[src/rtl/alu_rr_arbiter_pkg.sv]
// Shared constants and types for the ALU result-path round-robin arbiter.
// Fixed at 8 requesters because the downstream result mux has a 3-bit select.
package alu_rr_arbiter_pkg;

  localparam int N_REQ = 8;
  localparam int SEL_W = 3;

  typedef enum logic {
    IDLE = 1'b0,
    BUSY = 1'b1
  } state_t;

  function automatic logic [N_REQ-1:0] onehot(input logic [SEL_W-1:0] idx);
    return N_REQ'(1) << idx;
  endfunction

endpackage

[src/rtl/alu_rr_arbiter_if.sv]
// Requester/consumer side of the arbiter plus its observable state and pointer.
// The arbiter uses the slave modport; the requester/consumer side uses master.
//
// Handshake: req[i] is a level request held by requester i; a grant stays on
// gnt/sel until op_done pulses for one cycle, req[sel] drops, or the
// watchdog fires, in which case timeout pulses one cycle after the release.
interface alu_rr_arbiter_if;
  import alu_rr_arbiter_pkg::*;

  logic [N_REQ-1:0] req;
  logic             op_done;
  logic [N_REQ-1:0] gnt;
  logic [SEL_W-1:0] sel;
  logic             busy;
  logic             timeout;
  state_t           state;
  logic [SEL_W-1:0] ptr;

  modport master (
    output req, op_done,
    input  gnt, sel, busy, timeout, state, ptr
  );

  modport slave (
    input  req, op_done,
    output gnt, sel, busy, timeout, state, ptr
  );

endinterface

[src/rtl/alu_rr_arbiter_rr_pick8.sv]
// Circular priority search over 8 requests starting at ptr: rotate right by
// ptr, take the lowest set bit, and add ptr back modulo 8.
module rr_pick8
  import alu_rr_arbiter_pkg::*;
(
  input  logic [N_REQ-1:0] req,
  input  logic [SEL_W-1:0] ptr,
  output logic             found,
  output logic [SEL_W-1:0] idx
);

  logic [2*N_REQ-1:0] dbl;
  logic [N_REQ-1:0]   rot;
  logic [SEL_W-1:0]   off;

  assign dbl = {req, req};
  assign rot = dbl[ptr +: N_REQ];

  // Scan from the top down so the last hit is the lowest set bit.
  always_comb begin
    found = 1'b0;
    off   = '0;
    for (int i = N_REQ - 1; i >= 0; i--) begin
      if (rot[i]) begin
        found = 1'b1;
        off   = SEL_W'(i);
      end
    end
  end

  assign idx = off + ptr;

endmodule

[src/rtl/alu_rr_arbiter.sv]
// Round-robin arbiter sharing the 32-bit ALU result path among 8 requesters.
// Grants are registered and held until op_done, withdrawal or watchdog expiry.
module alu_rr_arbiter
  import alu_rr_arbiter_pkg::*;
#(
  parameter int TIMEOUT = 16,
  parameter int CNT_W   = 5
) (
  input  logic             clk,
  input  logic             rst_n,
  alu_rr_arbiter_if.slave  bus
);

  localparam logic [CNT_W-1:0] WD_LAST = (TIMEOUT == 0) ? '0 : CNT_W'(TIMEOUT - 1);

  state_t           state_q, state_d;
  logic [N_REQ-1:0] gnt_q, gnt_d;
  logic [SEL_W-1:0] sel_q, sel_d;
  logic             busy_q, busy_d;
  logic             to_q, to_d;
  logic [SEL_W-1:0] ptr_q, ptr_d;
  logic [CNT_W-1:0] wdog_q, wdog_d;

  logic [SEL_W-1:0] pick_ptr;
  logic             found;
  logic [SEL_W-1:0] pick_idx;
  logic             expire;
  logic             withdraw;
  logic             release_now;

  // On release the search starts just past the current winner, so the
  // re-arbitration in the same cycle already sees the updated pointer.
  assign pick_ptr = (state_q == BUSY) ? sel_q + SEL_W'(1) : ptr_q;

  rr_pick8 u_pick (
    .req   (bus.req),
    .ptr   (pick_ptr),
    .found (found),
    .idx   (pick_idx)
  );

  assign expire      = (TIMEOUT != 0) && (wdog_q == WD_LAST);
  assign withdraw    = !bus.req[sel_q];
  assign release_now = bus.op_done || withdraw || expire;

  always_ff @(posedge clk or negedge rst_n) begin
    if (!rst_n) begin
      state_q <= IDLE;
      gnt_q   <= '0;
      sel_q   <= '0;
      busy_q  <= 1'b0;
      to_q    <= 1'b0;
      ptr_q   <= '0;
      wdog_q  <= '0;
    end else begin
      state_q <= state_d;
      gnt_q   <= gnt_d;
      sel_q   <= sel_d;
      busy_q  <= busy_d;
      to_q    <= to_d;
      ptr_q   <= ptr_d;
      wdog_q  <= wdog_d;
    end
  end

  always_comb begin
    state_d = state_q;
    gnt_d   = gnt_q;
    sel_d   = sel_q;
    busy_d  = busy_q;
    to_d    = 1'b0;
    ptr_d   = ptr_q;
    wdog_d  = wdog_q;

    unique case (state_q)
      IDLE: begin
        if (found) begin
          state_d = BUSY;
          gnt_d   = onehot(pick_idx);
          sel_d   = pick_idx;
          busy_d  = 1'b1;
          wdog_d  = '0;
        end else begin
          gnt_d  = '0;
          busy_d = 1'b0;
        end
      end

      BUSY: begin
        if (release_now) begin
          ptr_d = pick_ptr;
          // Only a pure watchdog release is reported; op_done or a withdraw
          // in the same cycle means the grant ended normally.
          to_d  = expire && !bus.op_done && !withdraw;
          if (found) begin
            gnt_d  = onehot(pick_idx);
            sel_d  = pick_idx;
            busy_d = 1'b1;
            wdog_d = '0;
          end else begin
            state_d = IDLE;
            gnt_d   = '0;
            busy_d  = 1'b0;
            wdog_d  = '0;
          end
        end else begin
          wdog_d = wdog_q + CNT_W'(1);
        end
      end

      default: begin
        state_d = IDLE;
        gnt_d   = '0;
        busy_d  = 1'b0;
      end
    endcase
  end

  assign bus.gnt     = gnt_q;
  assign bus.sel     = sel_q;
  assign bus.busy    = busy_q;
  assign bus.timeout = to_q;
  assign bus.state   = state_q;
  assign bus.ptr     = ptr_q;

  a_gnt_onehot0: assert property (@(posedge clk) disable iff (!rst_n) $onehot0(gnt_q));
  a_busy_gnt:    assert property (@(posedge clk) disable iff (!rst_n) busy_q == (|gnt_q));
  a_sel_gnt:     assert property (@(posedge clk) disable iff (!rst_n) busy_q |-> gnt_q == onehot(sel_q));

endmodule

[src/flat_wrapper.sv]
// flat-port wrapper written by rule: the top's interface ports become plain ports
module alu_rr_arbiter_flat import alu_rr_arbiter_pkg::*;
#(
  parameter int TIMEOUT = 16,
  parameter int CNT_W   = 5
)
  (clk, rst_n, bus_req, bus_op_done, bus_gnt, bus_sel, bus_busy, bus_timeout, bus_state, bus_ptr);
  alu_rr_arbiter_if bus_i ();
  input  logic clk;
  input  logic rst_n;
  input wire logic [$bits(bus_i.req)-1:0] bus_req;
  input wire logic [$bits(bus_i.op_done)-1:0] bus_op_done;
  output wire logic [$bits(bus_i.gnt)-1:0] bus_gnt;
  output wire logic [$bits(bus_i.sel)-1:0] bus_sel;
  output wire logic [$bits(bus_i.busy)-1:0] bus_busy;
  output wire logic [$bits(bus_i.timeout)-1:0] bus_timeout;
  output wire logic [$bits(bus_i.state)-1:0] bus_state;
  output wire logic [$bits(bus_i.ptr)-1:0] bus_ptr;
  assign bus_i.req = bus_req;
  assign bus_i.op_done = bus_op_done;
  assign bus_gnt = bus_i.gnt;
  assign bus_sel = bus_i.sel;
  assign bus_busy = bus_i.busy;
  assign bus_timeout = bus_i.timeout;
  assign bus_state = bus_i.state;
  assign bus_ptr = bus_i.ptr;
  alu_rr_arbiter #(.TIMEOUT(TIMEOUT), .CNT_W(CNT_W)) u_core (.clk(clk), .rst_n(rst_n), .bus(bus_i));
endmodule
[config.mk]
export PLATFORM = sky130hd
export DESIGN_NAME = alu_rr_arbiter_flat
export DESIGN_NICKNAME = d
export VERILOG_FILES = /design/src/rtl/alu_rr_arbiter_pkg.sv /design/src/rtl/alu_rr_arbiter_if.sv /design/src/rtl/alu_rr_arbiter_rr_pick8.sv /design/src/rtl/alu_rr_arbiter.sv /design/src/flat_wrapper.sv
export SDC_FILE = /design/constraint.sdc
export NUM_CORES = 1
export LEC_CHECK = 0
export BUFFER_PORTS_ARGS = -buffer_cell sky130_fd_sc_hd__buf_2
export CORE_UTILIZATION = 35
export DETAILED_ROUTE_END_ITERATION = 12
export SLEW_MARGIN = 20
export SYNTH_ARGS = -nofsm -noshare
export SYNTH_HDL_FRONTEND = slang
export SYNTH_HIERARCHICAL = 1
export SYNTH_SLANG_ARGS = --single-unit
[constraint.sdc]
create_clock -name clk -period 9.6 [get_ports clk]
set_input_delay 1.44 -clock clk [delete_from_list [all_inputs] [get_ports clk]]
set_output_delay 1.44 -clock clk [all_outputs]
set_load 0.02 [all_outputs]
======== Word level (Yosys, flattened, before mapping) ========
Index checks and enable logic that the tools add are counted.
word-level totals
  register bits after elaboration ......... 22
  output and inout port bits .............. 17
  logic and storage cells ................. 59
operators by class
  add/subtract/negate cells ............... 3
  order comparisons ....................... 1
  eq/ne operators ......................... 3
  shift-type cells ........................ 2
  muxes and demuxes ....................... 35
  bitwise gates (word level) .............. 1
  reductions and logical operators ........ 7
operators with widths
  cell                                                                      number
  3-bit 2-to-1 mux                                                          11
  8-bit 2-to-1 mux                                                          2
  8-bit one-hot mux with 2 select lines                                     1
  16-bit by 4-bit variable part select with 8-bit output                    1
  1-bit 2-to-1 mux                                                          14
  5-bit 2-to-1 mux                                                          2
  5-bit one-hot mux with 2 select lines                                     1
  1-bit by 3-bit left shift with 8-bit output (first input constant)        1
  3-bit one-hot mux with 2 select lines                                     1
  5-bit by 1-bit adder with 5-bit output (second input constant)            1
  5-bit by 4-bit equality test with 1-bit output (second input constant)    1
  3-bit by 4-bit < comparator with 1-bit output (second input constant)     1
  1-bit one-hot mux with 2 select lines                                     2
  3-bit by 1-bit adder with 3-bit output (second input constant)            1
  3-bit adder                                                               1
  1-bit binary-select mux with 3-bit select                                 1
  1-bit logical AND                                                         2
  1-bit zero test                                                           2
  1-bit logical OR                                                          2
  2-bit by 1-bit inequality test with 1-bit output (second input constant)  1
  2-bit inequality test (second input constant)                             1
  2-bit AND reduction                                                       1
  1-bit NOT                                                                 1

======== Depth between registers and ports, before layout ========
  depth after elaboration ................. 16
  gate-level depth with buffers ........... 19

======== Cells and area by module ========
The synthesis kept the hierarchy.
modules (own cells, without submodules)
  module          instances  cells each  area each (um2)  sequential area each (um2)
  alu_rr_arbiter  1          98          1169.9           550.5
  rr_pick8        1          71          651.9            0.0

======== Least setup slack after synthesis ========
Ideal clock, no wire load.
  kind .................................... input port to flip-flop
  start point ............................. input bus_req[4]
  end point ............................... register u_core.gnt_q[3], in the netlist u_core/bus.gnt[3]
  library setup time ...................... 0.125 ns
  arrival time ............................ 4.472 ns
  path slack .............................. 5.003 ns
  cell stages on the path ................. 15
  path through ............................ clkbuf_2 mux4_2 mux2_2 o311ai_1 and3_1 nor2_1 o31ai_2 ha_1 inv_1 fa_1 xor2_1 xnor2_1 nand2b_1 nor2_1 mux2_4
between the ends
  longest elaborated chain between the ends .. 14
  elaborated cells between the ends (all ways) .. 28
  classes of those cells .................. add/sub: 1; eq/ne: 1; shift: 2; mux: 21; reduce/logical: 3
ends and longest elaborated chain
  element                                                   line                                        source
  from (decl)                                               flat_wrapper.sv:11                          input wire logic [$bits(bus_i.req)-1:0] bus_req;
  16-bit by 4-bit variable part select with 8-bit output *  alu_rr_arbiter_rr_pick8.sv:17               assign rot = dbl[ptr +: N_REQ];
  3-bit 2-to-1 mux (7 in a row)                             alu_rr_arbiter_rr_pick8.sv:24               if (rot[i]) begin
  3-bit 2-to-1 mux *                                        alu_rr_arbiter_rr_pick8.sv:24
  3-bit adder *                                             alu_rr_arbiter_rr_pick8.sv:31               assign idx = off + ptr;
  named net u_core.pick_idx[2]                              alu_rr_arbiter.sv:26                        logic [SEL_W-1:0] pick_idx;
  1-bit by 3-bit left shift with 8-bit output *             alu_rr_arbiter_pkg.sv:14                    return N_REQ'(1) << idx;
  8-bit 2-to-1 mux *                                        alu_rr_arbiter.sv:77, alu_rr_arbiter.sv:95
  8-bit 2-to-1 mux                                          alu_rr_arbiter.sv:90                        if (release_now) begin
  8-bit one-hot mux with 2 select lines *                   alu_rr_arbiter.sv:75                        unique case (state_q)
  to (signal assigned)                                      alu_rr_arbiter.sv:57                        gnt_q <= gnt_d;
  to (decl)                                                 alu_rr_arbiter.sv:17                        logic [N_REQ-1:0] gnt_q, gnt_d;
Mark *: on every way through the listed nets, which the timed path passes. The rest lies on a longest branch. The select of a mux whose other input is x is not followed.
A chain may end at the register's enable or synchronous reset.

======== Final worst setup path ========
  start point ............................. register u_core.sel_q[0], in the netlist u_core/bus.sel[0]
  end point ............................... register u_core.gnt_q[3], in the netlist u_core/bus.gnt[3]
between the ends
  longest elaborated chain between the ends .. 16
  elaborated cells between the ends (all ways) .. 30
  classes of those cells .................. add/sub: 2; eq/ne: 1; shift: 2; mux: 22; reduce/logical: 3
ends and longest elaborated chain
  element                                                 line                                        source
  from (decl)                                             alu_rr_arbiter.sv:18                        logic [SEL_W-1:0] sel_q, sel_d;
  from (signal assigned)                                  alu_rr_arbiter.sv:58                        sel_q <= sel_d;
  3-bit by 1-bit adder with 3-bit output *                alu_rr_arbiter.sv:33                        assign pick_ptr = (state_q == BUSY) ? sel_q + SEL_W'(1) : ptr_q;
  3-bit 2-to-1 mux *                                      alu_rr_arbiter.sv:33
  named net u_core.pick_ptr[1]                            alu_rr_arbiter.sv:24                        logic [SEL_W-1:0] pick_ptr;
  16-bit by 4-bit variable part select with 8-bit output  alu_rr_arbiter_rr_pick8.sv:17
  3-bit 2-to-1 mux (8 in a row)                           alu_rr_arbiter_rr_pick8.sv:24
  3-bit adder *                                           alu_rr_arbiter_rr_pick8.sv:31
  named net u_core.pick_idx[2]                            alu_rr_arbiter.sv:26
  1-bit by 3-bit left shift with 8-bit output *           alu_rr_arbiter_pkg.sv:14
  8-bit 2-to-1 mux *                                      alu_rr_arbiter.sv:77, alu_rr_arbiter.sv:95
  8-bit 2-to-1 mux                                        alu_rr_arbiter.sv:90
  8-bit one-hot mux with 2 select lines *                 alu_rr_arbiter.sv:75
Marked as above.

==> results.txt <==
Syn Nets: 185
Worst skew pair latency: 0.26 ns
CP required: 9.75 ns
Synth Warn #: 6
WHS Path Cells: 1
Die Y: 74.1 um
RSZ-0062 raised after global routing: false
Post-CTS Setup Bufs: 0
CTS tree: done
Initial core utilization: 37.3%
Critical Path Start Type: register
Crit-path cells: ha_1 -> mux2_2 -> mux4_2 -> mux2_2 -> o311ai_1 -> and3_1 -> nor2_1 -> o31ai_2 -> ha_1 -> inv_1 -> fa_1 -> xor2_1 -> xnor2_1 -> nand2b_1 -> nor2_1 -> mux2_4
GRT Overall Usage: 14.2%
Vias in the first global route: 1270
Leading register cell type out of synthesis: dfrtp_1
Period utilization: 49.4%
Share of layout cells above drive strength 1: 31.8%
Worst-path clk slew: 0.08 ns
Reg2Reg Launch Point: u_core/bus.sel[0]
Synth-to-layout area growth: 12.4%
Yosys top cell by area: dfrtp_1
Slowest library cell on the worst path: mux4_2
Status: completed
Crit Path Class: reg -> reg
Routability Congestion: 0.836
Post-cts sizing count: 0
Worst Hold End: u_core/bus.busy
Final Hold Fails: 0
Post-synth EDFFs: 0
Synthesized cell area: 1820 um2
Largest net degree at the start of global routing: 23
Cell Count, Final, Fillers Out: 259
DR iter-0 viols: 85
Critical path's largest stage delay: 0.59 ns
Root Driver: clkbuf_8
Worst-path maximum fanout: 22
Mapped Cells: 169
Fin crit period: 4.75 ns
Relative slew slack: 46.4%
CP top delay family: multiplexers
DR vias: 1386
First-pass GRT wire length: 6.10 mm
Count of pins over their slew limit: 0
Num CTS Buffers: 3
R2R cell count: 16
Async set-reset flop share out of synthesis: 100%
ANT cells: 0
Cts hold-fix bufs: 0
Antenna violations before repair: 0
Setup Viol. Count Final: 0
# clock sinks: 22
Port Buffers: 27
Reg-to-Reg End: u_core/bus.gnt[3]
FMAX: 211 MHz
DP HPWL: 2.77 mm
Max_cap viols: 0
Io pins: 28
Via density per instance: 5.35
Net count, final: 209
Post-DRT Antenna Nets: 0
Die area: 5500 um2
CP bufs+invs: 1
Crit. path cell count: 16
Clk buf depth: 2
Post-synthesis sequential area ratio: 30.2%
Routed WL per cell: 14.1 um
DRC viols: 0
Die W: 74.1 um
Synth unique cells: 51
R2R setup slack: 4.85 ns
Yosys reg bits: 22
Worst Min Path Start: u_core/bus.busy
Synth top area share: 30.2%
Critical path capture point type: register
Synth top cells by count: dfrtp_1, mux2i_1, nor2_1, mux2_2, inv_1
H-tree Lvls: 1
Pre-Repair DR Iteration Count: 4
Core Util, Final: 41.9%
GRT overflow: 0
Worst-Margin Slew: 0.804 ns
Arr. time, crit path: 4.89 ns
Setup TNS: 0 ns
Mean area per synthesized cell: 10.8 um2
Cell row count: 25
HP Class: reg -> reg
Final Skew: 0.00244 ns
DP Cell Count: 255
Final WL: 3.66 mm
Most common cell in the synthesized netlist: dfrtp_1
Core area: 4880 um2
Area contributors post-synth: dfrtp_1, mux2i_1, mux4_2, mux2_2, mux2_4
==> layout by cell type, fill, tap and decap left out, types with 5 or more instances in the layout <==
cell type / n
nor2_1: 16
nand2b_1: 5
mux2_4: 5
nand2_1: 6
mux4_2: 6
mux2i_1: 18
buf_2: 27
inv_1: 9
mux2_2: 10
dfrtp_1: 22
==> kinds of logic (layout without fill, tap and decap cells) <==
family / Yosys count / count (layout) / share of synthesized area [%]
adder cells (fa/ha/maj): 5 / 5 / 3.85
flip-flops: 22 / 22 / 30.2
multiplexers: 42 / 42 / 31.0
AND/OR/NAND/NOR: 49 / 49 / 14.3
buffers and inverters: 19 / 42 / 5.36
AO/OA/AOI/OAI: 28 / 28 / 13.3
XOR/XNOR: 4 / 4 / 1.92
==> state kept, by name, indices dropped and copies added (netlist names) <==
register,cells
u_core/bus.sel,3
u_core/bus.timeout,1
u_core/bus.state,1
u_core/bus.busy,1
u_core/bus.gnt,8
u_core/bus.ptr,3
u_core/wdog_q,5
==> routing by layer <==
layer | track usage, % | vias to the layer above | part of all wire (%)
li1 | - | 678 | -
met1 | 19.1 | 675 | 48
met2 | 24.1 | 31 | 48
met3 | 1.49 | 2 | 3.7
met4 | 3.85 | 0 | 0.68
met5 | 0 | - | 0
==> how the worst max path moves through the flow <==
stage	start	end
floorplan	bus_req[4]	u_core/bus.gnt[3]
global placement	bus_req[0]	u_core/bus.gnt[3]
detailed placement	bus_req[0]	u_core/bus.gnt[3]
CTS	u_core/bus.sel[0]	u_core/bus.gnt[3]
global route	u_core/bus.sel[0]	u_core/bus.gnt[1]
finish	u_core/bus.sel[0]	u_core/bus.gnt[3]
==> per-stage QoR <==
step           instance area [um2]  hold slack [ns]  setup slack, ns
3_5_place_dp                  1990            0.475             4.71
6_report                      2050            0.488             4.85
3_3_place_gp                  1990            0.469             4.82
2_1_floorplan                 1820            0.501             5.00
5_1_grt                       2050            0.510             4.54
4_1_cts                       2050            0.494             4.85
==> worst reg2reg max path, delay by kind of cell (launching register included) <==
kind,cells,cell delay [ns]
adders and majority gates,3,0.92
muxes,4,1.63
and+or+nand+nor,4,0.49
AOI/OAI and AO/OA,2,0.46
buffers and inverters,1,0.05
DFF,1,0.52
xor gates and xnor gates,2,0.57
==> final cells by class <==
class	count	area, um2
Clock buffer	4	55.1
Fill cell	481	2830
Inverter	10	37.5
Multi-Input combinational cell	128	1180
Sequential cell	22	551
Tap cell	67	83.8
Timing Repair Buffer	28	143
Power is left out: the tool's default activity adds up to more than one toggle a clock period on the data nets, which glitch-free logic cannot reach.
